$ cat src/rtl/pic_ctl.sv
// pic_ctl: single-level interrupt controller with mask, toggle irq and EOI port
module pic_ctl #(
  parameter logic [7:0]  VBASE     = 8'd8,
  parameter logic [15:0] PORT_CMD  = 16'h0020,
  parameter logic [15:0] PORT_DATA = 16'h0021
) (
  input  logic        clock,
  input  logic        reset,
  input  logic [7:0]  req,
  input  logic [15:0] port_a,
  input  logic        port_w,
  input  logic        port_r,
  input  logic [7:0]  port_o,
  output logic [7:0]  port_i,
  output logic        irq,
  output logic [7:0]  irq_in,
  output logic [7:0]  isr
);
  logic [7:0] irr_q, irr_d, imr_q, imr_d, isr_q, isr_d, vec_q, vec_d, pi_q, pi_d;
  logic       irq_q, irq_d;
  logic [7:0] pend, sel, grant;
  logic [2:0] n;
  logic       disp, wr_cmd, wr_dat, rd_cmd, rd_dat, eoi_all, eoi_one;
  // Pick the lowest unmasked pending line; set-beats-clear on irr, dispatch wins over EOI on isr.
  always_comb begin
    pend = irr_q & ~imr_q;
    disp = (isr_q == 8'h00) && (pend != 8'h00);
    sel = pend & (~pend + 8'd1);
    grant = disp ? sel : 8'h00;
    n = 3'd0;
    for (int i = 7; i >= 0; i--) n = pend[i] ? 3'(i) : n;
    wr_cmd = port_w && (port_a == PORT_CMD);
    wr_dat = port_w && (port_a == PORT_DATA);
    rd_cmd = port_r && (port_a == PORT_CMD);
    rd_dat = port_r && (port_a == PORT_DATA);
    eoi_all = wr_cmd && (port_o == 8'h20);
    eoi_one = wr_cmd && (port_o[7:3] == 5'b01100);
    irr_d = (irr_q & ~grant) | req;
    isr_d = (eoi_all ? 8'h00 : eoi_one ? isr_q & ~(8'h01 << port_o[2:0]) : isr_q) | grant;
    imr_d = wr_dat ? port_o : imr_q;
    irq_d = irq_q ^ disp;
    vec_d = disp ? VBASE + {5'd0, n} : vec_q;
    pi_d = rd_cmd ? irr_q : rd_dat ? imr_q : pi_q;
  end
  // Register all controller state with synchronous reset.
  always_ff @(posedge clock) begin
    if (reset) begin
      irr_q <= 8'h00;
      imr_q <= 8'h00;
      isr_q <= 8'h00;
      vec_q <= 8'h00;
      pi_q  <= 8'h00;
      irq_q <= 1'b0;
    end else begin
      irr_q <= irr_d;
      imr_q <= imr_d;
      isr_q <= isr_d;
      vec_q <= vec_d;
      pi_q  <= pi_d;
      irq_q <= irq_d;
    end
  end
  assign port_i = pi_q;
  assign irq    = irq_q;
  assign irq_in = vec_q;
  assign isr    = isr_q;
endmodule

$ cat config.mk
export PLATFORM = sky130hd
export DESIGN_NAME = pic_ctl
export DESIGN_NICKNAME = d
export VERILOG_FILES = /design/src/rtl/pic_ctl.sv
export SDC_FILE = /design/constraint.sdc
export NUM_CORES = 1
export LEC_CHECK = 0
export CORE_ASPECT_RATIO = 0.9
export CORE_MARGIN = 2
export CORE_UTILIZATION = 30
export DETAILED_ROUTE_END_ITERATION = 10
export PLACE_DENSITY = 0.54
export REMOVE_ABC_BUFFERS = 1
export SYNTH_ARGS = -nofsm -noshare
export SYNTH_HDL_FRONTEND = slang
export SYNTH_SLANG_ARGS = --single-unit
$ cat constraint.sdc
create_clock -name clock -period 1.6 [get_ports clock]
set_clock_uncertainty 0.15 [all_clocks]
set_input_delay 0.24 -clock clock [delete_from_list [all_inputs] [get_ports clock]]
set_output_delay 0.24 -clock clock [all_outputs]
set_load 0.03 [all_outputs]
==> impl_metrics.py, run 1 <==
metrics = {
    "synth": {
        "synth_top_family_by_area": "simple AND/OR/NAND/NOR gates",
        "async_reset_ff_frac": 0,
        "synthFlopType": "dfxtp_1",
        "synth_top_cell_by_area": "dfxtp_1",
        "synth-xor-area-share": 0.008794,
        "synth_mux_area_frac": 0.04523,
        "ys_seq_area_frac": 0.3719,
        "synth_cell_type_count": 45,
        "yosysTopAreaCellShare": 0.3719,
        "yosysWarnings": 0,
        "synth-edff-count": 0,
        "synth-compound-area-share": 0.2399,
        "synthTopCellsByArea": "dfxtp_1 (37%), a21oi_1 (6.3%), nand3_1 (4.8%)",
        "synthAdderAreaFrac": 0,
        "synth_area_per_cell_um2": 8.853,
        "syn_area_um2": 1992,
        "yosys.area_share.simple": 0.2557,
        "ys_ff_latch": 37,
        "synthCells": 225,
    },
    "power": {
        "intPower_mw": 2.235,
        "switching_share": 0.3309,
        "p_leak_nw": 1.438,
        "p_seq_frac": 0.321,
        "combPwrFrac": 0.423,
        "clockPowerShare": 0.255,
        "p_sw_mw": 1.105,
        "peakVddDrop_uv": 384.2,
        "power.density_nw_per_um2": 981.7,
    },
    "worst_setup_path": {
        "reg2reg_from": "isr[1]",
        "cp-startpoint": "isr[1]",
        "cp-end-kind": "flop",
        "crit_required_ns": 1.66,
        "worstPathCellList": "nor4_2 -> buf_4 -> buf_6 -> nand4_1 -> buf_4 -> o32ai_2",
        "max_stage_delay_ns": 0.33,
        "crit_path_frequent_cell": "buf_4",
        "cp_max_fo": 3,
        "critPathKind": "reg -> reg",
        "worstSetupStartpointType": "flop",
        "r2r-end": "isr[2]",
        "cp_slowest_cell": "dfxtp_2",
        "reg2reg_slack_ns": -0.06,
        "worstPathArrival_ns": 1.73,
        "endpoint": "isr[2]",
        "ff2ff_path_depth": 6,
    },
    "die": {
        "rows": 28,
        "fp.dieH_um": 81.31,
        "coreArea_um2": 6516,
        "initial_core_util": 0.3057,
        "boundaryPins": 61,
        "die-area_um2": 7309,
        "die_width_um": 89.89,
    },
    "place": {
        "port_buffers": 56,
        "place_area_um2": 2995,
        "dpl.hpwl_um": 4553,
        "place_ws_ns": -0.5976,
        "gp_congestion": 0.9044,
    },
    "timing": {
        "hold_viol_final": 0,
        "finalCritPeriodShare": 1.040,
        "slew_violations": 0,
        "setup_viol": 4,
        "min_period_ns": 1.664,
        "fmax_ghz": 0.6009,
        "fin_ws_ns": -0.06405,
        "rsz0062_at_grt": "yes",
    },
    "routing": {
        "drt_first_pass_iters": 4,
        "drt_iter0_drc": 72,
        "ant_nets": 0,
        "vias_per_cell": 4.970,
        "wl_um": 6540,
        "vias": 2142,
        "wire_per_inst_um": 15.17,
        "drc": 0,
    },
    "run_status": {
        "violations": "negative setup slack",
        "status": "finished, violations left",
    },
    "final_layout": {
        "fin_nets": 376,
        "nFillCells": 660,
        "n_antenna_cell": 0,
        "fin_area_um2": 3402,
        "drive_above_1_share": 0.4106,
        "area_growth_pct": 70.79,
        "seqCellArea_um2": 750.7,
        "multi_input_area_um2": 1338,
    },
    "clocking": {
        "cts_tree": "built",
        "clkSinkCount": 37,
        "clk_pin_slew_ns": 0.08,
        "holdBufCountCts": 0,
        "clkLatencyLatePin_ns": 0.29,
        "h-tree-depth": 2,
        "cts_root_buf": "clkbuf_8",
        "numCtsBuffers": 5,
        "cts_buffer_depth": 2,
    },
    "grt": {
        "grt_usage": 0.1754,
        "grt_first_pass_wirelength_um": 10140,
        "grt_overflow": 0,
        "grt_pass1_vias": 2030,
        "grt_max_degree": 24,
        "grt_antenna_before_repair": 0,
    },
    "flow_run": {
        "cap_violations": 0,
    },
    "worst_hold_path": {
        "whs_path_depth": 4,
        "min-delay-path-class": "in -> reg",
    },
}
[power by group through the flow]
stage	logic, mW	clock network [mW]	registers (mW)
after floorplan	0.382	0	1.22
after global placement	1.18	0	1.09
after detailed placement	1.18	0	1.09
after CTS	1.19	0.871	1.07
after global routing	1.50	0.911	1.08
final	1.41	0.853	1.07
[Yosys cell counts, types with 4 or more instances]
master and n:
mux2_2 7, o21ai_0 12, nor2_1 8, buf_4 5, dfxtp_1 37, nand3_1 19, o41ai_1 5, nand4_1 6
inv_1 11, nand2_1 8, o31ai_1 4, clkbuf_1 6, a21oi_1 25, nor2b_1 8, o21ai_1 9, nand2b_1 8
[per-layer routing]
metal  up-vias  GRT usage  share of wire
met5         -          0              0
met4         0    0.05231          0.013
met3         8    0.05659          0.064
met2        64     0.2818           0.45
met1      1003     0.2279           0.47
li1       1067          -              -
[registers in the layout (all words and copies together) (netlist names)]
signal	cells
irq_in	4
port_i	8
isr	8
irr_q	8
imr_q	8
irq	1
[worst max-delay path: cells and delay by family, from the launching register on]
family | cells | cell delay, ns
DFF | 1 | 0.33
AOI/OAI and AO/OA | 1 | 0.19
and+or+nand+nor | 2 | 0.43
buffers and inverters | 3 | 0.49
[area by class of cell]
type                            count  area share
Tap cell                           90     0.03310
Clock buffer                        7     0.02538
Multi-Input combinational cell    163      0.3932
Clock inverter                      1    0.008827
Sequential cell                    37      0.2207
Timing Repair Buffer              122      0.3067
Inverter                           11     0.01214
[cell families (layout without fill, tap and decap cells)]
logic type	after synthesis	count (layout)
buf+inv	29	141
simple gates	75	76
compound gates	73	73
xor+xnor	2	2
mux	8	8
flops	37	37
other cells	1	4
[cell usage in the layout (no fill, tap or decap), drive strengths merged, types with 4 or more instances in the layout]
master	count
a21oi	25
buf	68
clkbuf	18
clkdlybuf4s15	5
clkdlybuf4s50	12
conb	4
dfxtp	37
dlygate4sd2	25
inv	11
mux2	8
nand2	8
nand2b	8
nand3	20
nand4	9
nor2	8
nor2b	8
nor4	6
o21ai	21
o31ai	4
o41ai	6
[through the flow]
stage,total power [mW],instances,hold WS (ns),setup TNS (ns),util
after floorplan,1.605,210,0.1591,-1.100,-
after global placement,2.267,410,0.3075,-11.75,0.4597
after detailed placement,2.272,410,0.3087,-12.35,0.4597
after CTS,3.130,423,0.1766,-0.2038,0.4879
after global routing,3.501,431,0.1786,-0.8105,0.5221
final,3.340,431,0.1675,-0.1652,0.5221
[timing repair]
item                       in CTS  in global routing
gates cloned                    1                  1
resized for setup              70                 64
pin swaps                      15                 22
setup endpoints to repair      58                 34
buffers inserted                4                  7
[worst min path at each step]
| stage | end | slack [ns] | start |
|---|---|---|---|
| floorplan | imr_q[0] | 0.16 | reset |
| global placement | irq_in[3] | 0.31 | irq_in[3] |
| detailed placement | irq_in[3] | 0.31 | irq_in[3] |
| CTS | imr_q[3] | 0.18 | port_o[3] |
| global route | imr_q[4] | 0.18 | port_o[4] |
| finish | imr_q[4] | 0.17 | port_o[4] |
Power figures use the tool's default switching activity.
==> run 2: changes to the inputs <==
--- a/config.mk
+++ b/config.mk
@@ -9,8 +9,10 @@
 export CORE_MARGIN = 2
 export CORE_UTILIZATION = 30
 export DETAILED_ROUTE_END_ITERATION = 10
+export MAX_ROUTING_LAYER = met4
 export PLACE_DENSITY = 0.54
 export REMOVE_ABC_BUFFERS = 1
+export SLEW_MARGIN = 10
 export SYNTH_ARGS = -nofsm -noshare
 export SYNTH_HDL_FRONTEND = slang
 export SYNTH_SLANG_ARGS = --single-unit
==> constraint.sdc (replaced) <==
create_clock -name clock -period 1.6 [get_ports clock]
set_clock_uncertainty 0.15 [all_clocks]
set_input_delay 0.24 -clock clock [delete_from_list [all_inputs] [get_ports clock]]
set_output_delay 0.24 -clock clock [all_outputs]
set_load 0.005 [all_outputs]
==> run 2 against run 1 <==
  * The flow still finishes with violations (negative setup slack)
  * Clock power decreased by 23%
  * Fmax is 1.2% lower
  * Critical path depth fell by 1
  * First-iteration DRC count rose by 61%
  * Wire length up 5.3%
  * Via count grew 2.3%
  * Combinational power shrank 9%
  * Setup slack worse by 0.019 ns
  * Critical endpoint unchanged
  * Largest power group unchanged
==> impl_metrics.py, run 2 (synthesis results as in run 1) <==
metrics = {
    "place": {
        "place_ws_ns": -0.6099,
        "place_inst": 410,
        "dpl.hpwl_um": 4636,
        "port_buffers": 56,
        "gp_congestion": 0.9122,
    },
    "routing": {
        "vias": 2192,
        "wire_per_inst_um": 15.62,
        "ant_nets": 0,
        "wl_met1_um": 3144,
        "dr_wl_met2_um": 3271,
        "wl_um": 6887,
        "vias_per_cell": 4.971,
        "drt_iter0_drc": 116,
        "wl_met3_um": 409,
        "drt_first_pass_iters": 4,
        "drc": 0,
        "top_layer": "met4",
    },
    "clocking": {
        "cts_root_buf": "clkbuf_8",
        "h-tree-depth": 2,
        "clkSinkCount": 37,
        "cts_tree": "built",
        "numCtsBuffers": 5,
        "cts_buffer_depth": 2,
        "clkLatencyLatePin_ns": 0.30,
        "clk_pin_slew_ns": 0.08,
    },
    "worst_setup_path": {
        "cp-end-kind": "flop",
        "cp_max_fo": 3,
        "worstSetupStartpointType": "flop",
        "worstPathCellList": "nor4_4 -> buf_4 -> nand4_1 -> buf_4 -> o32ai_2",
        "max_stage_delay_ns": 0.38,
        "critPathKind": "reg -> reg",
        "reg2reg_slack_ns": -0.08,
        "r2r-end": "isr[2]",
        "worstPathArrival_ns": 1.74,
        "ff2ff_path_depth": 5,
        "critPathBufInv": 2,
        "cp_slowest_cell": "nor4_4",
        "reg2reg_from": "isr[6]",
        "crit_required_ns": 1.66,
        "crit_path_frequent_cell": "buf_4",
        "path_delay_family": "simple AND/OR/NAND/NOR gates",
    },
    "final_layout": {
        "layout_commonest_cell": "buf_4",
        "drive_above_1_share": 0.4387,
        "area_growth_pct": 74.25,
        "final_cell_mix": "buf_4 (64), dfxtp_1 (26), clkdlybuf4s50_1 (26)",
        "fin_nets": 386,
        "n_antenna_cell": 0,
        "fin_cells": 441,
    },
    "worst_hold_path": {
        "whs_path_depth": 4,
        "holdPathEnd": "imr_q[3]",
        "min-delay-path-class": "in -> reg",
        "hp-start": "port_o[3]",
    },
    "die": {
        "die-area_um2": 7309,
        "fp.dieH_um": 81.31,
        "coreArea_um2": 6516,
        "die_width_um": 89.89,
        "initial_core_util": 0.3057,
        "rows": 28,
        "boundaryPins": 61,
    },
    "run_status": {
        "status": "finished, violations left",
        "violations": "negative setup slack",
    },
    "power": {
        "total_power_mw": 3.024,
        "p_leak_nw": 1.427,
        "power.density_nw_per_um2": 871.3,
        "peakVddDrop_uv": 288.0,
    },
    "timing": {
        "fmax_ghz": 0.5940,
        "hold_viol_final": 0,
        "min_period_ns": 1.684,
        "setup_tns_ns": -0.3287,
        "rsz0062_at_grt": "yes",
        "finalCritPeriodShare": 1.052,
        "slew_violations": 0,
        "fin_ws_ns": -0.08353,
        "setup_viol": 8,
        "holdWs_ns": 0.1969,
    },
    "grt": {
        "grt_first_pass_wirelength_um": 11010,
        "grt_overflow": 0,
        "grt_antenna_before_repair": 0,
        "grt_usage": 0.1966,
        "grt_pass1_vias": 2221,
        "grt_max_degree": 24,
    },
    "flow_run": {
        "cap_violations": 0,
    },
}
run 2: cell types whose count changed in the layout (fill, tap and decap cells not counted), moves of 4 or more:
cell	previous run	this run
clkdlybuf4s50_1	12	26
dlygate4sd2_1	25	14
buf_4	57	64
dfxtp_2	5	11
dfxtp_1	31	26
buf_6	7	11
run 2: timing repair:
item	in CTS	in global routing
endpoints found under the hold margin	0	0
pin swaps	26	16
buffers inserted	8	13
endpoints found under the setup margin	45	36
resized for setup	76	46
gates cloned	2	0
hold buffers	0	0
run 2: power breakdown:
group,internal [mW],switching (mW)
Sequential,1.02,0.0684
Combinational,0.729,0.555
Clock,0.302,0.354
Total,2.05,0.977
run 2: through the flow:
stage,util,cell area [um2]
after floorplan,-,1892
after global placement,0.4597,2995
after detailed placement,0.4597,2995
after CTS,0.5044,3287
after global routing,0.5326,3471
final,0.5326,3471
run 2: how the worst max path moves through the flow:
stage	startpoint	end	depth (start not counted)
floorplan	isr[1]	irq	4
global placement	port_a[9]	isr[5]	5
detailed placement	port_a[9]	isr[7]	5
CTS	isr[6]	irr_q[3]	5
global route	isr[6]	isr[2]	5
finish	isr[6]	isr[2]	5
run 2: worst reg2reg max path: cells and delay by family (launching register included):
family                 cells  cell delay (ns)
AOI/OAI and AO/OA          1             0.18
buffers and inverters      2             0.38
DFF                        1             0.33
and+or+nand+nor            2             0.55
run 2: layout make-up:
cell class	count	area [um2]
clock buffers	6	72.57
clock inverters	2	10.01
repair buffers	132	1140
inverters	11	41.29
multi-input cells	163	1340
fillers	641	3045
flip-flops and latches	37	754.5
well taps	90	112.6
run 2: layer usage:
layer,GRT usage,up-vias
met4,0.04615,0
met1,0.2486,1032
met5,-,-
met2,0.3295,67
li1,-,1085
met3,0.03896,8
==> run 3: changes to the inputs <==
--- a/config.mk
+++ b/config.mk
@@ -7,10 +7,10 @@
 export LEC_CHECK = 0
 export CORE_ASPECT_RATIO = 0.9
 export CORE_MARGIN = 2
-export CORE_UTILIZATION = 30
+export CORE_UTILIZATION = 50
 export DETAILED_ROUTE_END_ITERATION = 10
 export MAX_ROUTING_LAYER = met4
-export PLACE_DENSITY = 0.54
+export PLACE_DENSITY = 0.82
 export REMOVE_ABC_BUFFERS = 1
 export SLEW_MARGIN = 10
 export SYNTH_ARGS = -nofsm -noshare
==> constraint.sdc (replaced) <==
create_clock -name clock -period 2.01 [get_ports clock]
set_clock_uncertainty 0.15 [all_clocks]
set_input_delay 0.3015 -clock clock [delete_from_list [all_inputs] [get_ports clock]]
set_output_delay 0.3015 -clock clock [all_outputs]
set_load 0.005 [all_outputs]
==> run 3 against run 2 <==
  * The run now ends clean
  * Via count decreased by 10%
  * Register-to-register slack improved by 0.26 ns
  * Sequential power is 21% lower
  * Core utilization grew 20 points
  * Clock power fell by 21%
  * Total power down 33%
  * Critical path depth rose by 1
  * Critical path type is now in -> reg
  * Largest cell class unchanged
  * Highest routed layer unchanged
==> impl_metrics.py, run 3 (synthesis results as in run 1) <==
metrics = {
    "final_layout": {
        "n_antenna_cell": 0,
        "fin_area_um2": 2748,
        "final_cell_mix": "clkdlybuf4s50_1 (56), dfxtp_1 (37), a21oi_1 (25)",
        "area_growth_pct": 37.94,
        "fin_nets": 327,
        "drive_above_1_share": 0.1541,
        "layout_commonest_cell": "clkdlybuf4s50_1",
    },
    "power": {
        "intPower_mw": 1.400,
        "p_seq_frac": 0.422,
        "combPwrFrac": 0.323,
        "p_leak_nw": 1.006,
        "clockPowerShare": 0.255,
        "peakVddDrop_uv": 532.7,
        "p_sw_uw": 623.2,
        "power.density_nw_per_um2": 736.4,
        "switching_share": 0.3080,
    },
    "routing": {
        "drt_iter0_drc": 156,
        "wl_um": 5212,
        "drc": 0,
        "ant_nets": 0,
        "vias": 1968,
        "wire_per_inst_um": 15.42,
        "vias_per_cell": 5.822,
        "drt_first_pass_iters": 5,
    },
    "worst_setup_path": {
        "worstPathArrival_ns": 1.99,
        "ff2ff_path_depth": 5,
        "critPathKind": "in -> reg",
        "crit_required_ns": 2.03,
        "cp-end-kind": "flop",
        "r2r-end": "isr[6]",
        "cp_max_fo": 4,
        "worstSetupStartpointType": "primary input",
        "cp-startpoint": "port_o[3]",
        "reg2reg_from": "isr[1]",
        "endpoint": "isr[5]",
        "reg2reg_slack_ns": 0.18,
    },
    "die": {
        "die-area_um2": 4505,
        "coreArea_um2": 3757,
        "die_width_um": 70.53,
        "initial_core_util": 0.5301,
        "fp.dieH_um": 63.88,
        "rows": 21,
        "boundaryPins": 61,
    },
    "timing": {
        "rsz0062_at_grt": "no",
        "slew_violations": 0,
        "fin_ws_ns": 0.04150,
        "min_period_ns": 1.968,
        "setup_viol": 0,
        "fmax_ghz": 0.5080,
        "hold_viol_final": 0,
        "finalCritPeriodShare": 0.9794,
    },
    "grt": {
        "grt_first_pass_wirelength_um": 8507,
        "grt_overflow": 0,
        "grt_pass1_vias": 1731,
        "grt_antenna_before_repair": 0,
        "grt_usage": 0.2467,
        "grt_max_degree": 19,
    },
    "place": {
        "place_ws_ns": -0.3061,
        "port_buffers": 56,
        "place_area_um2": 2658,
        "gp_congestion": 0.9009,
        "dpl.hpwl_um": 4035,
    },
    "clocking": {
        "cts_buffer_depth": 2,
        "post-cts-setup-buffer-count": 0,
        "cts_tree": "built",
        "cts_root_buf": "clkbuf_8",
        "clkSinkCount": 37,
        "h-tree-depth": 2,
        "numCtsBuffers": 5,
        "clk_pin_slew_ns": 0.07,
        "clkLatencyLatePin_ns": 0.30,
        "holdBufCountCts": 0,
    },
    "worst_hold_path": {
        "min-delay-path-class": "reg -> reg",
    },
    "run_status": {
        "status": "finished, final reports clean",
    },
    "flow_run": {
        "cap_violations": 0,
    },
}
## run 3: changes by cell type in the layout (fill, tap and decap cells not counted), moves of 4 or more
cell / change
buf_4: -47
o41ai_1: +4
clkdlybuf4s50_1: +30
dlygate4sd2_1: -14
dfxtp_1: +11
buf_6: -11
dfxtp_2: -11
clkbuf_2: -9
## run 3: power groups by stage
| stage | clock [mW] | combinational [mW] | sequential (mW) |
|---|---|---|---|
| 6_report | 0.515 | 0.653 | 0.855 |
| 4_1_cts | 0.518 | 0.653 | 0.856 |
| 5_1_grt | 0.563 | 0.710 | 0.867 |
| 3_5_place_dp | 0 | 0.647 | 0.872 |
| 3_3_place_gp | 0 | 0.643 | 0.870 |
| 2_1_floorplan | 0 | 0.297 | 0.869 |
## run 3: area by class of cell
type                       count  area [um2]
fill                         311        1010
timing repair buffer          74       708.2
tap                           46       57.56
clock buffer                   6       72.57
clock inverter                 2       10.01
inverter                      11       41.29
multi-input combinational    162        1117
sequential                    37       740.7
## run 3: repair_timing
action,CTS,global route
setup endpoints to repair,1,0
hold endpoints to repair,0,0
gates resized for setup,1,0
## run 3: stage by stage
step           TNS, ns  hold slack [ns]  power [mW]  utilization  cells
6_report             0           0.3188       2.023       0.7313    338
5_1_grt              0           0.3487       2.139       0.7313    338
4_1_cts              0           0.3227       2.026       0.7313    338
3_5_place_dp    -2.747           0.3065       1.519       0.7073    330
3_3_place_gp    -1.849           0.2963       1.513       0.7073    330
2_1_floorplan        0           0.2206       1.166            -    210
## run 3: metal layers
metal  global-route usage  vias to the layer above  wire, um
met4              0.08019                        0        61
li1                     -                      963         -
met1               0.3434                      927      2392
met3              0.05678                        7       367
met2               0.3550                       71      2391
met5                    -                        -         0
## run 3: worst max-delay path: stages
cell and delay, ns:
clkdlybuf4s50_1 0.44, nor4b_1 0.33, buf_4 0.17, nand4_1 0.21
o41ai_1 0.41, o22ai_1 0.13
## run 3: worst min path at each step
stage | startpoint | endpoint | depth (start not counted)
5_1_grt | port_i[4] | port_i[4] | 2
4_1_cts | irq_in[3] | irq_in[3] | 1
3_5_place_dp | irq_in[3] | irq_in[3] | 1
6_report | irq_in[3] | irq_in[3] | 1
2_1_floorplan | reset | imr_q[0] | 1
3_3_place_gp | irq_in[3] | irq_in[3] | 1
